$ cat src/rtl/calc_pkg.sv
// Shared definitions for the parametrised calculator engine.
// Holds FSM state codes, operator codes, numpad key codes, button bit
// positions, and helpers that depend only on the operand digit count:
// the largest DIGITS-digit decimal value and the decimal digit count of a value.
package calc_pkg;

    typedef enum logic [2:0] {
        S_NUM1   = 3'd0,
        S_OP     = 3'd1,
        S_NUM2   = 3'd2,
        S_CALC   = 3'd3,
        S_RESULT = 3'd4,
        S_ERROR  = 3'd5
    } state_t;

    typedef enum logic [1:0] {
        OP_ADD = 2'd0,
        OP_SUB = 2'd1,
        OP_MUL = 2'd2,
        OP_DIV = 2'd3
    } op_t;

    localparam logic [3:0] KEY_BACK  = 4'd10;
    localparam logic [3:0] KEY_ENTER = 4'd11;
    localparam int         NUM_KEYS  = 12;

    // Bit positions inside the packed button vector {R, L, D, U, C}
    localparam int BTN_C = 0;
    localparam int BTN_U = 1;
    localparam int BTN_D = 2;
    localparam int BTN_L = 3;
    localparam int BTN_R = 4;

    // 10^digits - 1, for digits up to 19
    function automatic logic [63:0] max_value(input int digits);
        logic [63:0] m;
        m = 64'd1;
        for (int i = 0; i < 19; i++) begin
            if (i < digits) m = m * 64'd10;
        end
        return m - 64'd1;
    endfunction

    // Number of decimal digits in v (1 for v == 0), saturating at digits
    function automatic int digit_count(input logic [63:0] v, input int digits);
        int          n;
        logic [63:0] th;
        n  = 1;
        th = 64'd10;
        for (int i = 1; i < 19; i++) begin
            if (i < digits && v >= th) n = i + 1;
            th = th * 64'd10;
        end
        return n;
    endfunction

endpackage

$ cat src/rtl/calc_iter_alu.sv
// Iterative multiply/divide unit with a fixed W-cycle latency.
// Ports: clk, reset_n (async active-low); start loads a/b and runs the first
// step on the same edge; op_div selects restoring divide (1) or shift-add
// multiply (0). busy is high while steps remain; done pulses for one cycle
// once all W steps have completed, with product or quotient/remainder valid.
module calc_iter_alu
    import calc_pkg::*;
#(
    parameter  int W     = 17,
    localparam int RES_W = 2 * W
) (
    input  logic             clk,
    input  logic             reset_n,
    input  logic             start,
    input  logic             op_div,
    input  logic [W-1:0]     a,
    input  logic [W-1:0]     b,
    output logic             busy,
    output logic             done,
    output logic [RES_W-1:0] product,
    output logic [W-1:0]     quotient,
    output logic [W-1:0]     remainder
);

    localparam int CW = $clog2(W + 1);

    logic             running_reg, done_reg, op_reg;
    logic [CW-1:0]    cnt_reg;
    logic [RES_W-1:0] acc_reg, mcand_reg;
    logic [W-1:0]     mplier_reg, quo_reg, rem_reg, dvsr_reg;

    // Step inputs come straight from the operands on the start edge so the
    // first iteration is not wasted on a load-only cycle.
    logic             cur_div;
    logic [RES_W-1:0] acc_in, mcand_in, acc_next;
    logic [W-1:0]     mplier_in, quo_in, rem_in, dvsr_in, rem_next, quo_next;
    logic [W:0]       trial;
    logic             fits;

    always_comb begin
        cur_div   = start ? op_div : op_reg;
        acc_in    = start ? '0 : acc_reg;
        mcand_in  = start ? RES_W'(a) : mcand_reg;
        mplier_in = start ? b : mplier_reg;
        quo_in    = start ? a : quo_reg;
        rem_in    = start ? '0 : rem_reg;
        dvsr_in   = start ? b : dvsr_reg;

        acc_next  = acc_in + (mplier_in[0] ? mcand_in : '0);

        // Restoring division: bring down the next dividend bit, subtract if it fits.
        // The partial remainder is always below the divisor, so W bits suffice after subtraction.
        trial     = {rem_in, quo_in[W-1]};
        fits      = (trial >= {1'b0, dvsr_in});
        rem_next  = fits ? (trial[W-1:0] - dvsr_in) : trial[W-1:0];
        quo_next  = {quo_in[W-2:0], fits};
    end

    always_ff @(posedge clk or negedge reset_n) begin
        if (!reset_n) begin
            running_reg <= 1'b0;
            done_reg    <= 1'b0;
            op_reg      <= 1'b0;
            cnt_reg     <= '0;
            acc_reg     <= '0;
            mcand_reg   <= '0;
            mplier_reg  <= '0;
            quo_reg     <= '0;
            rem_reg     <= '0;
            dvsr_reg    <= '0;
        end else begin
            done_reg <= 1'b0;
            if (start) begin
                op_reg      <= op_div;
                dvsr_reg    <= b;
                cnt_reg     <= CW'(W - 1);
                running_reg <= 1'b1;
            end else if (running_reg) begin
                cnt_reg <= cnt_reg - CW'(1);
                if (cnt_reg == CW'(1)) begin
                    running_reg <= 1'b0;
                    done_reg    <= 1'b1;
                end
            end
            if (start || running_reg) begin
                if (cur_div) begin
                    quo_reg <= quo_next;
                    rem_reg <= rem_next;
                end else begin
                    acc_reg    <= acc_next;
                    mcand_reg  <= mcand_in << 1;
                    mplier_reg <= mplier_in >> 1;
                end
            end
        end
    end

    assign busy      = running_reg;
    assign done      = done_reg;
    assign product   = acc_reg;
    assign quotient  = quo_reg;
    assign remainder = rem_reg;

endmodule

$ cat src/rtl/calc_engine_param.sv
// Parametrised calculator FSM: numpad/operator navigation from five debounced
// buttons, multi-digit decimal entry with backspace, ADD/SUB in one cycle and
// MUL/DIV through calc_iter_alu.
// Ports: clk, reset_n (async active-low), clear (sync soft clear),
// btnC/U/D/L/R button levels; outputs state, num1/num2 operands, result,
// remainder, result_neg, op_code, op_sel, key_sel, busy, result_valid, error.
module calc_engine_param
    import calc_pkg::*;
#(
    parameter  int DIGITS = 5,
    parameter  int W      = 17,
    localparam int RES_W  = 2 * W
) (
    input  logic             clk,
    input  logic             reset_n,
    input  logic             clear,
    input  logic             btnC,
    input  logic             btnU,
    input  logic             btnD,
    input  logic             btnL,
    input  logic             btnR,
    output logic [2:0]       state,
    output logic [W-1:0]     num1,
    output logic [W-1:0]     num2,
    output logic [RES_W-1:0] result,
    output logic [W-1:0]     remainder,
    output logic             result_neg,
    output logic [1:0]       op_code,
    output logic [1:0]       op_sel,
    output logic [3:0]       key_sel,
    output logic             busy,
    output logic             result_valid,
    output logic             error
);

    localparam int               CW      = $clog2(DIGITS + 1);
    localparam logic [CW-1:0]    MAX_CNT = CW'(DIGITS);
    localparam logic [RES_W-1:0] MAX_VAL = RES_W'(max_value(DIGITS));
    localparam logic [W-1:0]     TEN     = W'(10);

    state_t           state_reg;
    logic [W-1:0]     num1_reg, num2_reg, remainder_reg;
    logic [CW-1:0]    count1_reg, count2_reg;
    logic [RES_W-1:0] result_reg;
    logic             neg_reg, valid_reg;
    logic [1:0]       op_code_reg, op_sel_reg;
    logic [3:0]       key_sel_reg, key_nav;
    logic [4:0]       btn, btn_q_reg, press;
    logic             ev_c, ev_u, ev_d, ev_l, ev_r;
    logic             soft_clear, alu_start, chain_ok;
    logic             alu_busy, alu_done;
    logic [RES_W-1:0] alu_product;
    logic [W-1:0]     alu_quotient, alu_remainder, digit;

    assign btn   = {btnR, btnL, btnD, btnU, btnC};
    assign press = btn & ~btn_q_reg;

    // Only the highest-priority press of a cycle survives: C > U > D > L > R
    assign ev_c = press[BTN_C];
    assign ev_u = press[BTN_U] & ~press[BTN_C];
    assign ev_d = press[BTN_D] & ~|press[BTN_U:BTN_C];
    assign ev_l = press[BTN_L] & ~|press[BTN_D:BTN_C];
    assign ev_r = press[BTN_R] & ~|press[BTN_L:BTN_C];

    assign digit      = W'(key_sel_reg);
    assign soft_clear = clear | (ev_c & ((state_reg == S_RESULT) | (state_reg == S_ERROR)));
    assign chain_ok   = !neg_reg && (result_reg <= MAX_VAL);
    // The divider is never started for a zero divisor; S_CALC diverts to S_ERROR instead.
    assign alu_start  = (state_reg == S_NUM2) && ev_c && (key_sel_reg == KEY_ENTER) &&
                        ((op_code_reg == OP_MUL) || ((op_code_reg == OP_DIV) && (num2_reg != '0)));

    // Numpad cursor on a 3x4 grid of 12 keys, wrapping in both directions
    always_comb begin
        key_nav = key_sel_reg;
        if (ev_l)      key_nav = (key_sel_reg == 4'd0)      ? KEY_ENTER : key_sel_reg - 4'd1;
        else if (ev_r) key_nav = (key_sel_reg == KEY_ENTER) ? 4'd0      : key_sel_reg + 4'd1;
        else if (ev_u) key_nav = (key_sel_reg < 4'd3)       ? key_sel_reg + 4'd9 : key_sel_reg - 4'd3;
        else if (ev_d) key_nav = (key_sel_reg > 4'd8)       ? key_sel_reg - 4'd9 : key_sel_reg + 4'd3;
    end

    calc_iter_alu #(.W(W)) u_alu (
        .clk       (clk),
        .reset_n   (reset_n),
        .start     (alu_start),
        .op_div    (op_code_reg == OP_DIV),
        .a         (num1_reg),
        .b         (num2_reg),
        .busy      (alu_busy),
        .done      (alu_done),
        .product   (alu_product),
        .quotient  (alu_quotient),
        .remainder (alu_remainder)
    );

    always_ff @(posedge clk or negedge reset_n) begin
        if (!reset_n) begin
            state_reg     <= S_NUM1;
            num1_reg      <= '0;
            num2_reg      <= '0;
            count1_reg    <= '0;
            count2_reg    <= '0;
            result_reg    <= '0;
            remainder_reg <= '0;
            neg_reg       <= 1'b0;
            op_code_reg   <= '0;
            op_sel_reg    <= '0;
            key_sel_reg   <= '0;
            valid_reg     <= 1'b0;
            btn_q_reg     <= '0;
        end else begin
            valid_reg <= 1'b0;
            btn_q_reg <= clear ? '0 : btn;
            if (soft_clear) begin
                state_reg     <= S_NUM1;
                num1_reg      <= '0;
                num2_reg      <= '0;
                count1_reg    <= '0;
                count2_reg    <= '0;
                result_reg    <= '0;
                remainder_reg <= '0;
                neg_reg       <= 1'b0;
                op_code_reg   <= '0;
                op_sel_reg    <= '0;
                key_sel_reg   <= '0;
            end else begin
                case (state_reg)
                    S_NUM1, S_NUM2: begin
                        key_sel_reg <= key_nav;
                        if (ev_c) begin
                            if (key_sel_reg < KEY_BACK) begin
                                if (state_reg == S_NUM1 && count1_reg < MAX_CNT) begin
                                    num1_reg   <= num1_reg * TEN + digit;
                                    count1_reg <= count1_reg + CW'(1);
                                end else if (state_reg == S_NUM2 && count2_reg < MAX_CNT) begin
                                    num2_reg   <= num2_reg * TEN + digit;
                                    count2_reg <= count2_reg + CW'(1);
                                end
                            end else if (key_sel_reg == KEY_BACK) begin
                                if (state_reg == S_NUM1) begin
                                    if (count1_reg != '0) begin
                                        num1_reg   <= num1_reg / TEN;
                                        count1_reg <= count1_reg - CW'(1);
                                    end
                                end else if (count2_reg != '0) begin
                                    num2_reg   <= num2_reg / TEN;
                                    count2_reg <= count2_reg - CW'(1);
                                end else begin
                                    state_reg <= S_OP;
                                end
                            end else begin
                                state_reg <= (state_reg == S_NUM1) ? S_OP : S_CALC;
                            end
                        end
                    end
                    S_OP: begin
                        if (ev_c) begin
                            op_code_reg <= op_sel_reg;
                            num2_reg    <= '0;
                            count2_reg  <= '0;
                            key_sel_reg <= '0;
                            state_reg   <= S_NUM2;
                        end else if (ev_u) begin
                            op_sel_reg <= op_sel_reg - 2'd1;
                        end else if (ev_d) begin
                            op_sel_reg <= op_sel_reg + 2'd1;
                        end
                    end
                    S_CALC: begin
                        case (op_code_reg)
                            OP_ADD: begin
                                result_reg    <= RES_W'(num1_reg) + RES_W'(num2_reg);
                                remainder_reg <= '0;
                                neg_reg       <= 1'b0;
                                valid_reg     <= 1'b1;
                                state_reg     <= S_RESULT;
                            end
                            OP_SUB: begin
                                result_reg    <= (num1_reg >= num2_reg) ? RES_W'(num1_reg - num2_reg)
                                                                        : RES_W'(num2_reg - num1_reg);
                                neg_reg       <= (num1_reg < num2_reg);
                                remainder_reg <= '0;
                                valid_reg     <= 1'b1;
                                state_reg     <= S_RESULT;
                            end
                            default: begin
                                if (op_code_reg == OP_DIV && num2_reg == '0) begin
                                    state_reg <= S_ERROR;
                                end else if (alu_done) begin
                                    result_reg    <= (op_code_reg == OP_DIV) ? RES_W'(alu_quotient) : alu_product;
                                    remainder_reg <= (op_code_reg == OP_DIV) ? alu_remainder : '0;
                                    neg_reg       <= 1'b0;
                                    valid_reg     <= 1'b1;
                                    state_reg     <= S_RESULT;
                                end else if (!alu_busy) begin
                                    // Iterative unit idle with no result pending: never wait forever
                                    state_reg <= S_ERROR;
                                end
                            end
                        endcase
                    end
                    S_RESULT: begin
                        if (ev_r && chain_ok) begin
                            num1_reg   <= result_reg[W-1:0];
                            count1_reg <= CW'(digit_count(64'(result_reg), DIGITS));
                            num2_reg   <= '0;
                            count2_reg <= '0;
                            state_reg  <= S_OP;
                        end
                    end
                    S_ERROR: begin
                        // Only C leaves this state, handled by soft_clear
                    end
                    default: state_reg <= S_NUM1;
                endcase
            end
        end
    end

    assign state        = state_reg;
    assign num1         = num1_reg;
    assign num2         = num2_reg;
    assign result       = result_reg;
    assign remainder    = remainder_reg;
    assign result_neg   = neg_reg;
    assign op_code      = op_code_reg;
    assign op_sel       = op_sel_reg;
    assign key_sel      = key_sel_reg;
    assign busy         = (state_reg == S_CALC);
    assign error        = (state_reg == S_ERROR);
    assign result_valid = valid_reg;

endmodule

$ cat config.mk
export PLATFORM = sky130hd
export DESIGN_NAME = calc_engine_param
export DESIGN_NICKNAME = d
export VERILOG_FILES = /design/src/rtl/calc_pkg.sv /design/src/rtl/calc_iter_alu.sv /design/src/rtl/calc_engine_param.sv
export SDC_FILE = /design/constraint.sdc
export NUM_CORES = 1
export LEC_CHECK = 0
export ABC_AREA = 0
export CORE_MARGIN = 1.5
export CORE_UTILIZATION = 23
export CTS_BUF_LIST = sky130_fd_sc_hd__clkbuf_16
export CTS_CLUSTER_SIZE = 12
export DETAILED_ROUTE_END_ITERATION = 7
export GPL_ROUTABILITY_DRIVEN = 0
export PLACE_DENSITY_LB_ADDON = 0.2
export SLEW_MARGIN = 40
export SYNTH_ARGS = -nofsm -noshare
export SYNTH_HDL_FRONTEND = slang
export SYNTH_SLANG_ARGS = --single-unit
$ cat constraint.sdc
create_clock -name clk -period 16.5 [get_ports clk]
set_clock_uncertainty 0.05 [all_clocks]
set_input_delay 1.65 -clock clk [delete_from_list [all_inputs] [get_ports clk]]
set_output_delay 1.65 -clock clk [all_outputs]
set_load 0.03 [all_outputs]
# Word-level counts from Yosys, hierarchy flattened
# Cells that the tools add are included.
# W data, S select, Z words.
[op_classes]
add_sub_neg = 20
mux = 118
order_cmp = 13
shift = 0
n_eq_ne = 31
div = 2
n_bitwise = 11
reduce_logical = 47
multipliers = 2
[ops]
columns = ["operator", "count"]
rows = [
  ["$mux W17", 29],
  ["$mux W34", 9],
  ["$mux W3", 33],
  ["$pmux W34 S2", 1],
  ["$pmux W17 S3", 1],
  ["$mux W4", 10],
  ["$ne A4 B4 Y1 const B", 10],
  ["$sub A17 B17 Y18", 2],
  ["$add A17 B4 Y17", 2],
  ["$add A34 B34 Y34", 1],
  ["$div A17 B4 Y17 const B", 2],
  ["$ge A34 B10 Y1 const B", 1],
  ["$ge A34 B14 Y1 const B", 1],
  ["$ge A34 B4 Y1 const B", 1],
  ["$ge A34 B7 Y1 const B", 1],
  ["$le A34 B17 Y1 const B", 1],
  ["$mul A17 B3 Y16 const B", 2],
  ["$pmux W17 S2", 1],
  ["$mux W2", 10],
  ["$add A17 B17 Y18", 1],
  ["$ge A18 B17 Y1", 1],
  ["$reduce_bool A3 Y1", 6],
  ["$ge A17 B17 Y1", 1],
  ["$logic_not A17 Y1", 1],
  ["58 further kinds", 116],
]
[word_totals]
register_bits = 251
out_inout_bits = 100
latch_bits = 0
romBits = 0
mem_count = 0
ramBits = 0

# Longest topological paths before layout
# Gate-level depths: netlist of the first run.
[logic_depth]
depth_word = 11
depth_mapped = 33

# Cells and area by module
# A second synthesis of the first run with hierarchy kept.
[hier_totals]
cells_unflattened = 2770
hier_area_um2 = 22859.4
[modules_own_cells]
columns = ["module", "area_per_inst_um2", "cells_per_inst", "n_inst"]
rows = [
  ["calc_engine_param", 13947.1, 1774, 1],
  ["calc_iter_alu", 8912.3, 996, 1],
]

# Worst setup path after synthesis of the first run
# Ideal clock, no wire load.
[synth_path]
path_type = "input to register"
start = "input port btnC"
end = "register u_alu.acc_reg[33], in the netlist u_alu.product[33]"
t_required_ps = 16368
stages = 30
path_buffers = 3
setup_slack_ps = 9435
arrival_time_ps = 6933
cell_sequence = "nand2b_1 -> clkbuf_1 -> or4_1 -> clkbuf_1 -> clkbuf_1 -> nor2_1 -> a21oi_1 -> or2_2 -> inv_1 -> ha_1 -> a21o_1 -> a21oi_1 -> o21ai_0 -> a21oi_1 -> o21ai_0 -> a21oi_1 -> o21ai_0 -> a2111oi_0 -> o211ai_1 -> a21oi_1 -> o21ai_0 -> a311oi_1 -> o21bai_1 -> a21o_1 -> a31o_2 -> nand3_1 -> nand2_1 -> a21oi_1 -> o22ai_1 -> a31oi_1"
[synth_between]
elab_chain_cells = 7
[synth_lines]
columns = ["item", "line", "source"]
rows = [
  ["from (decl)", "calc_engine_param.sv:17", "input logic btnC,"],
  ["$and A5 B5 Y5 *", "calc_engine_param.sv:56", "assign press = btn & ~btn_q_reg;"],
  ["$logic_and A1 B1 Y1 * (3 in a row)", "calc_engine_param.sv:69", "assign alu_start = (state_reg == S_NUM2) && ev_c && (key_sel_reg == KEY_ENTER) &&"],
  ["$mux W34, or another cell as far along", "calc_iter_alu.sv:43", "mcand_in = start ? RES_W'(a) : mcand_reg;"],
  ["$mux W34 or $not A1 Y1 (tied branches)", "n/a", ""],
  ["$add A34 B34 Y34 or $reduce_and A2 Y1 (tied branches)", "n/a", ""],
  ["to (signal assigned)", "calc_iter_alu.sv:90", "acc_reg <= acc_next;"],
  ["to (decl)", "calc_iter_alu.sv:29", "logic [RES_W-1:0] acc_reg, mcand_reg;"],
]
# Every way passes the cells marked *; elsewhere a longest branch is shown, timed or not.
# A chain may end at the register's enable or synchronous reset.

# Worst setup path after layout of the first run
# Same ends and word-level chain as after synthesis.

==> results of run 1 <==
-- synthesized netlist by cell type (51+ instances only) --
library cell	number	area (um^2)
a21oi_1	251	1256
and2_1	62	387.9
xor2_1	56	490.5
dfrtp_1	251	6281
nor2_1	219	822.0
xnor2_1	91	797.0
clkbuf_1	124	465.5
nand2_1	251	942.2
inv_1	124	465.5
ha_1	161	2014
a21o_1	51	382.9
o21ai_0	224	1121
-- area by class of cell --
| class | instances | area, um^2 | area share |
|---|---|---|---|
| flip-flops and latches | 251 | 6286 | 0.2541 |
| repair buffers | 154 | 1468 | 0.05933 |
| clock buffers | 31 | 775.7 | 0.03136 |
| well taps | 1243 | 1555 | 0.06287 |
| clock inverters | 25 | 117.6 | 0.004754 |
| multi-input cells | 2047 | 14020 | 0.5669 |
| inverters | 136 | 510.5 | 0.02064 |
-- where the power goes --
part / switching (uW) / internal (uW) / leakage (uW)
clock: 292 / 338 / 0.000469
combinational: 2500 / 1570 / 0.00691
sequential: 192 / 711 / 0.00340
-- final timing paths --
check / startpoint / to / cells after the start
hold reg to reg: u_alu.mplier_reg[15]$_DFFE_PN0P_ / u_alu.mplier_reg[15]$_DFFE_PN0P_ / 2
max in group asynchronous: reset_n / num2[13]$_DFFE_PN0P_ / 3
hold / removal: u_alu.mplier_reg[15]$_DFFE_PN0P_ / u_alu.mplier_reg[15]$_DFFE_PN0P_ / 2
min in group asynchronous: reset_n / result[20]$_DFFE_PN0P_ / 1
setup reg to reg: num2[1]$_DFFE_PN0P_ / u_alu.remainder[0]$_DFFE_PN0P_ / 25
setup / recovery: btnC / u_alu.product[33]$_DFFE_PN0P_ / 27
-- layer usage --
metal  vias up  share of wire
met2       307           0.47
met3        62          0.041
met5         -              0
li1       9389              -
met1      9142           0.47
met4         0          0.019
-- metrics by stage --
stage               setup slack, ns  hold slack [ns]  std cells  power, uW
global placement              7.529           0.4118       3829       4957
global route                  7.844           0.4542       3887       6086
floorplan                     9.435           0.3949       2592       3937
detailed placement            7.397           0.4206       3831       4948
finish                        8.455           0.4285       3887       5602
CTS                           7.986           0.4343       3887       5610
-- worst min-delay path, cell delays in order (launching register included) --
cell     delay [ns]
dfrtp_1        0.34
nand2_1        0.05
o21ai_0        0.06
-- cells by family (layout without fill, tap and decap cells) --
logic type,Yosys count,in the layout,share of synthesized area
compound gates,856,856,0.2618
xor+xnor,149,149,0.06181
fa+ha+maj,180,180,0.1087
buf+inv,294,346,0.05373
flops,251,251,0.2941
mux,69,69,0.04213
simple gates,793,793,0.1777
==> results.txt, run 1 <==
CTS tree - done
maximum VDD drop - 0.0001599 V
Overflow after GRT - 0
Crit. End Element - flop
design area - 24,740 um^2
final setup TNS - 0 ns
Async S/R FF share, synth - 1.000
Critical Path Fanout Max - 58
Final HPWL DP - 53,700 um
Setup CP Type - in2reg
# clock sinks - 251
power per cell area - 226.5 nW/um^2
GR Util met2 - 0.2566
run status - finished, final reports clean
Post-DP Area - 23,830 um^2
Core Box Area - 91,800 um^2
All-Layer GR Usage - 0.1526
Area Growth Syn to Fin - 15.84%
Max Fclk - 124.3 MHz
RSZ-0062 raised after global routing - no
Syn Std Cell Area - 21,360 um^2
FP Rows - 111
Max-slew headroom - 0.4273
Chip Height - 307.7 um
vias in the first global route - 18,619
io pins - 108
Worst path max stage delay - 0.89 ns
Hold/Removal Path Class - reg2reg
P_leak - 0.01078 uW
met1 global-route usage - 0.2084
Post-Syn Area per Cell - 8.239 um^2
EDFF count, synth - 0
CTS Buffer Depth - 3
Die Span X - 307.7 um
Worst-Skew Late Latency - 0.61 ns
die area - 94,690 um^2
via count - 18,900
CTS Buf Count - 31
crit start category - input port
Vias/cell - 4.862
Layout Nets - 2,801
grt met3 use - 0.01837
clock period minus worst slack - 8.045 ns
Hold Violations, Final - 0
Critical path buffers and inverters - 2
clock root buffer - clkbuf_16
CP dominant cell by count - a21oi_1
layout cells sized above 1 - 0.06657
commonest non-fill, non-tap cells in the layout - nand2_1, a21oi_1, dfrtp_1
cells after synthesis - 2,592
post-synth cell types - 111
PortBufs - 107
drt drc - 0
initial DRC count - 1,340
Max Transition Viols Final - 0
DR pass1 iterations - 5
H-tree levels - 1
#FFs+latches synth - 251
Yosys warning count - 0
post-CTS resize count - 0
Post-Syn Nets - 2,772
Worst Tran Pin Value - 0.8590 ns
initial antenna violation count - 0
fillers - 9,941
Slowest cell on crit path - or4_4
Final Util - 0.2695
Routed Wire Length - 73,600 um
Seq/Total Area, Yosys - 0.2941
Antenna Cells - 0
Detail Route Antenna Nets - 0
Top Usage Layer GRT - met2
WL/cell - 18.93 um
Max-Cap Viols - 0
reg2reg setup slack - 8.72 ns
CP arrival - 8.51 ns
final worst path period share - 0.4876
setup violators final - 0
postcts setup bufs - 0
Primary FF master, synth - dfrtp_1
global-route wire length before repair - 114,600 um
largest net degree at the start of global routing - 112
cts hold-fix bufs - 0
Initial Utilization - 0.2326
commonest non-fill, non-tap cell in the layout - nand2_1
CTS clk-pin slew, worst paths - 0.06 ns
Top delay family on crit path - compound AO/OA/AOI/OAI gates
Critical Path RT - 16.96 ns
No activity file was read; power rests on OpenSTA's default activity.
==> run 2, diff against run 1 <==
==> constraint.sdc (replaced) <==
create_clock -name clk -period 8.3 [get_ports clk]
set_clock_uncertainty 0.05 [all_clocks]
set_input_delay 0.83 -clock clk [delete_from_list [all_inputs] [get_ports clk]]
set_output_delay 0.83 -clock clk [all_outputs]
set_load 0.03 [all_outputs]
==> run 2 against run 1 <==
Compared with the run above:
- total power up 100%
- first-iteration DRC count down 4.3%
- cell area up 0.57%
- routed wire length down 1.6%
- critical path depth up 1
- count of clock-buffer cells in the layout down 1
- core utilization up 0.15 points
- cell count up 0.23%
- critical endpoint unchanged
- largest power group unchanged
- highest routed layer unchanged
==> results.txt, run 2 (synthesis gave the netlist of run 1 again) <==
commonest non-fill, non-tap cells in the layout - nand2_1, a21oi_1, dfrtp_1 (unchanged)
Worst Tran Pin Value - 0.8347 ns (was 0.8590 ns)
cts hold-fix bufs - 0 (unchanged)
design area - 24,880 um^2 (was 24,740 um^2)
Initial Utilization - 0.2326 (unchanged)
Setup CP Type - reg2reg (was in2reg)
largest net degree at the start of global routing - 128 (was 112)
Max Transition Viols Final - 0 (unchanged)
Critical path buffers and inverters - 2 (unchanged)
power per cell area - 449.7 nW/um^2 (was 226.5 nW/um^2)
Antenna Cells - 0 (unchanged)
Worst path max stage delay - 0.73 ns (was 0.89 ns)
DR pass1 iterations - 7 (was 5)
global-route wire length before repair - 112,800 um (was 114,600 um)
Hold/Removal Path Class - in2async (was reg2reg)
Detail Route Antenna Nets - 0 (unchanged)
cell-internal power - 5283 uW (was 2615 uW)
Levels on crit path - 28 (was 27)
Psw - 5905 uW (was 2987 uW)
vias in the first global route - 18,658 (was 18,619)
Clock power frac - 0.118 (was 0.112)
maximum VDD drop - 0.0002495 V (was 0.0001599 V)
Reg2Reg Depth - 28 (was 25)
All-Layer GR Usage - 0.1507 (was 0.1526)
grt met3 use - 0.01555 (was 0.01837)
CTS Buffer Depth - 3 (unchanged)
clock root buffer - clkbuf_16 (unchanged)
post-CTS resize count - 0 (unchanged)
Net Sw Frac - 0.5278 (was 0.5333)
P_leak - 0.01086 uW (was 0.01078 uW)
final worst path period share - 0.8675
initial antenna violation count - 1 (was 0)
die area - 94,690 um^2 (unchanged)
CTS clk-pin slew, worst paths - 0.07 ns (was 0.06 ns)
Routed Wire Length - 72,450 um (was 73,600 um)
io pins - 108 (unchanged)
Max-slew headroom - 0.4435 (was 0.4273)
Core Box Area - 91,800 um^2 (unchanged)
postcts setup bufs - 0 (unchanged)
Layout Nets - 2,812 (was 2,801)
met1 global-route usage - 0.2056 (was 0.2084)
via count - 19,042 (was 18,900)
H-tree levels - 1 (unchanged)
Final HPWL DP - 53,580 um (was 53,700 um)
run status - finished, final reports clean (unchanged)
Worst-Skew Late Latency - 0.60 ns (was 0.61 ns)
final setup TNS - 0 ns (unchanged)
setup violators final - 0 (unchanged)
fraction of power consumed by sequential logic - 0.154 (was 0.161)
Top delay family on crit path - compound AO/OA/AOI/OAI gates (unchanged)
Area Growth Syn to Fin - 16.49% (was 15.84%)
# placed instances - 3,842 (was 3,831)
layout cells sized above 1 - 0.07124 (was 0.06657)
Max Fclk - 138.9 MHz
WL/cell - 18.60 um (was 18.93 um)
# clock sinks - 251 (unchanged)
Crit. End Element - flop (unchanged)
Max-Cap Viols - 0 (unchanged)
PortBufs - 107 (unchanged)
Slowest cell on crit path - a2111oi_0 (was or4_4)
clock period minus worst slack - 7.200 ns
commonest non-fill, non-tap cell in the layout - nand2_1 (unchanged)
Hold Violations, Final - 0 (unchanged)
crit start category - flop (was input port)
RSZ-0062 raised after global routing - no (unchanged)
Die Span X - 307.7 um (unchanged)
Post-DP Area - 23,890 um^2 (was 23,830 um^2)
reg2reg setup slack - 1.10 ns (was 8.72 ns)
CTS tree - done (unchanged)
Critical Path Fanout Max - 85 (was 58)
initial DRC count - 1,282 (was 1,340)
Logic pwr share - 0.728 (was 0.726)
Top Usage Layer GRT - met2 (unchanged)
GR Util met2 - 0.2508 (was 0.2566)
non-filler cells, final - 3,896 (was 3,887)
drt drc - 0 (unchanged)
FP Rows - 111 (unchanged)
Critical Path RT - 8.77 ns (was 16.96 ns)
Vias/cell - 4.888 (was 4.862)
CTS Buf Count - 30 (was 31)
Chip Height - 307.7 um (unchanged)
CP arrival - 7.67 ns (was 8.51 ns)
Overflow after GRT - 0 (unchanged)
-- run 2: cell count changes in the layout (fill, tap and decap cells not counted), sizes merged --
cell and delta:
buf +12, inv -4, bufinv +3, clkbuf -1
clkinv -1
-- run 2: power by group through the flow --
stage	Clock, uW	Sequential (uW)	Combinational [uW]
6_report	1320	1720	8140
5_1_grt	1420	1760	8970
4_1_cts	1370	1730	8110
3_5_place_dp	0	1750	8070
3_3_place_gp	0	1750	8140
2_1_floorplan	0	1810	6020
-- run 2: cell type report --
cell class,instances,area [um^2]
well taps,1243,1555
repair buffers,166,1563
fillers,9925,66920
clock buffers,30,750.7
flip-flops and latches,251,6285
multi-input cells,2047,14010
clock inverters,23,200.2
inverters,136,510.5
-- run 2: path summary, 6_finish.rpt --
| path | startpoint | endpoint |
|---|---|---|
| hold / removal | reset_n | u_alu.product[24]$_DFFE_PN0P_ |
| setup / recovery | num2[5]$_DFFE_PN0P_ | u_alu.product[33]$_DFFE_PN0P_ |
| max in group asynchronous | reset_n | op_code[0]$_DFFE_PN0P_ |
| min in group clk | u_alu.mcand_reg[15]$_DFFE_PN0P_ | u_alu.mcand_reg[15]$_DFFE_PN0P_ |
| setup reg to reg | num2[5]$_DFFE_PN0P_ | u_alu.product[33]$_DFFE_PN0P_ |
| hold reg to reg | u_alu.mcand_reg[15]$_DFFE_PN0P_ | u_alu.mcand_reg[15]$_DFFE_PN0P_ |
-- run 2: metrics by stage --
step	power [uW]	setup slack (ns)	utilization	hold slack, ns
after floorplan	7826	1.777	-	0.3949
after global placement	9890	0.7045	0.2597	0.4125
after detailed placement	9818	0.7311	0.2603	0.4203
after CTS	11210	0.8032	0.2706	0.04244
after global routing	12150	0.4249	0.2710	0.05679
final	11190	1.100	0.2710	0.05902
-- run 2: per-layer routing --
layer,wire length [um],part of all wire
met5,0,0
met3,2604,0.036
met2,33810,0.47
met1,34120,0.47
met4,1912,0.026
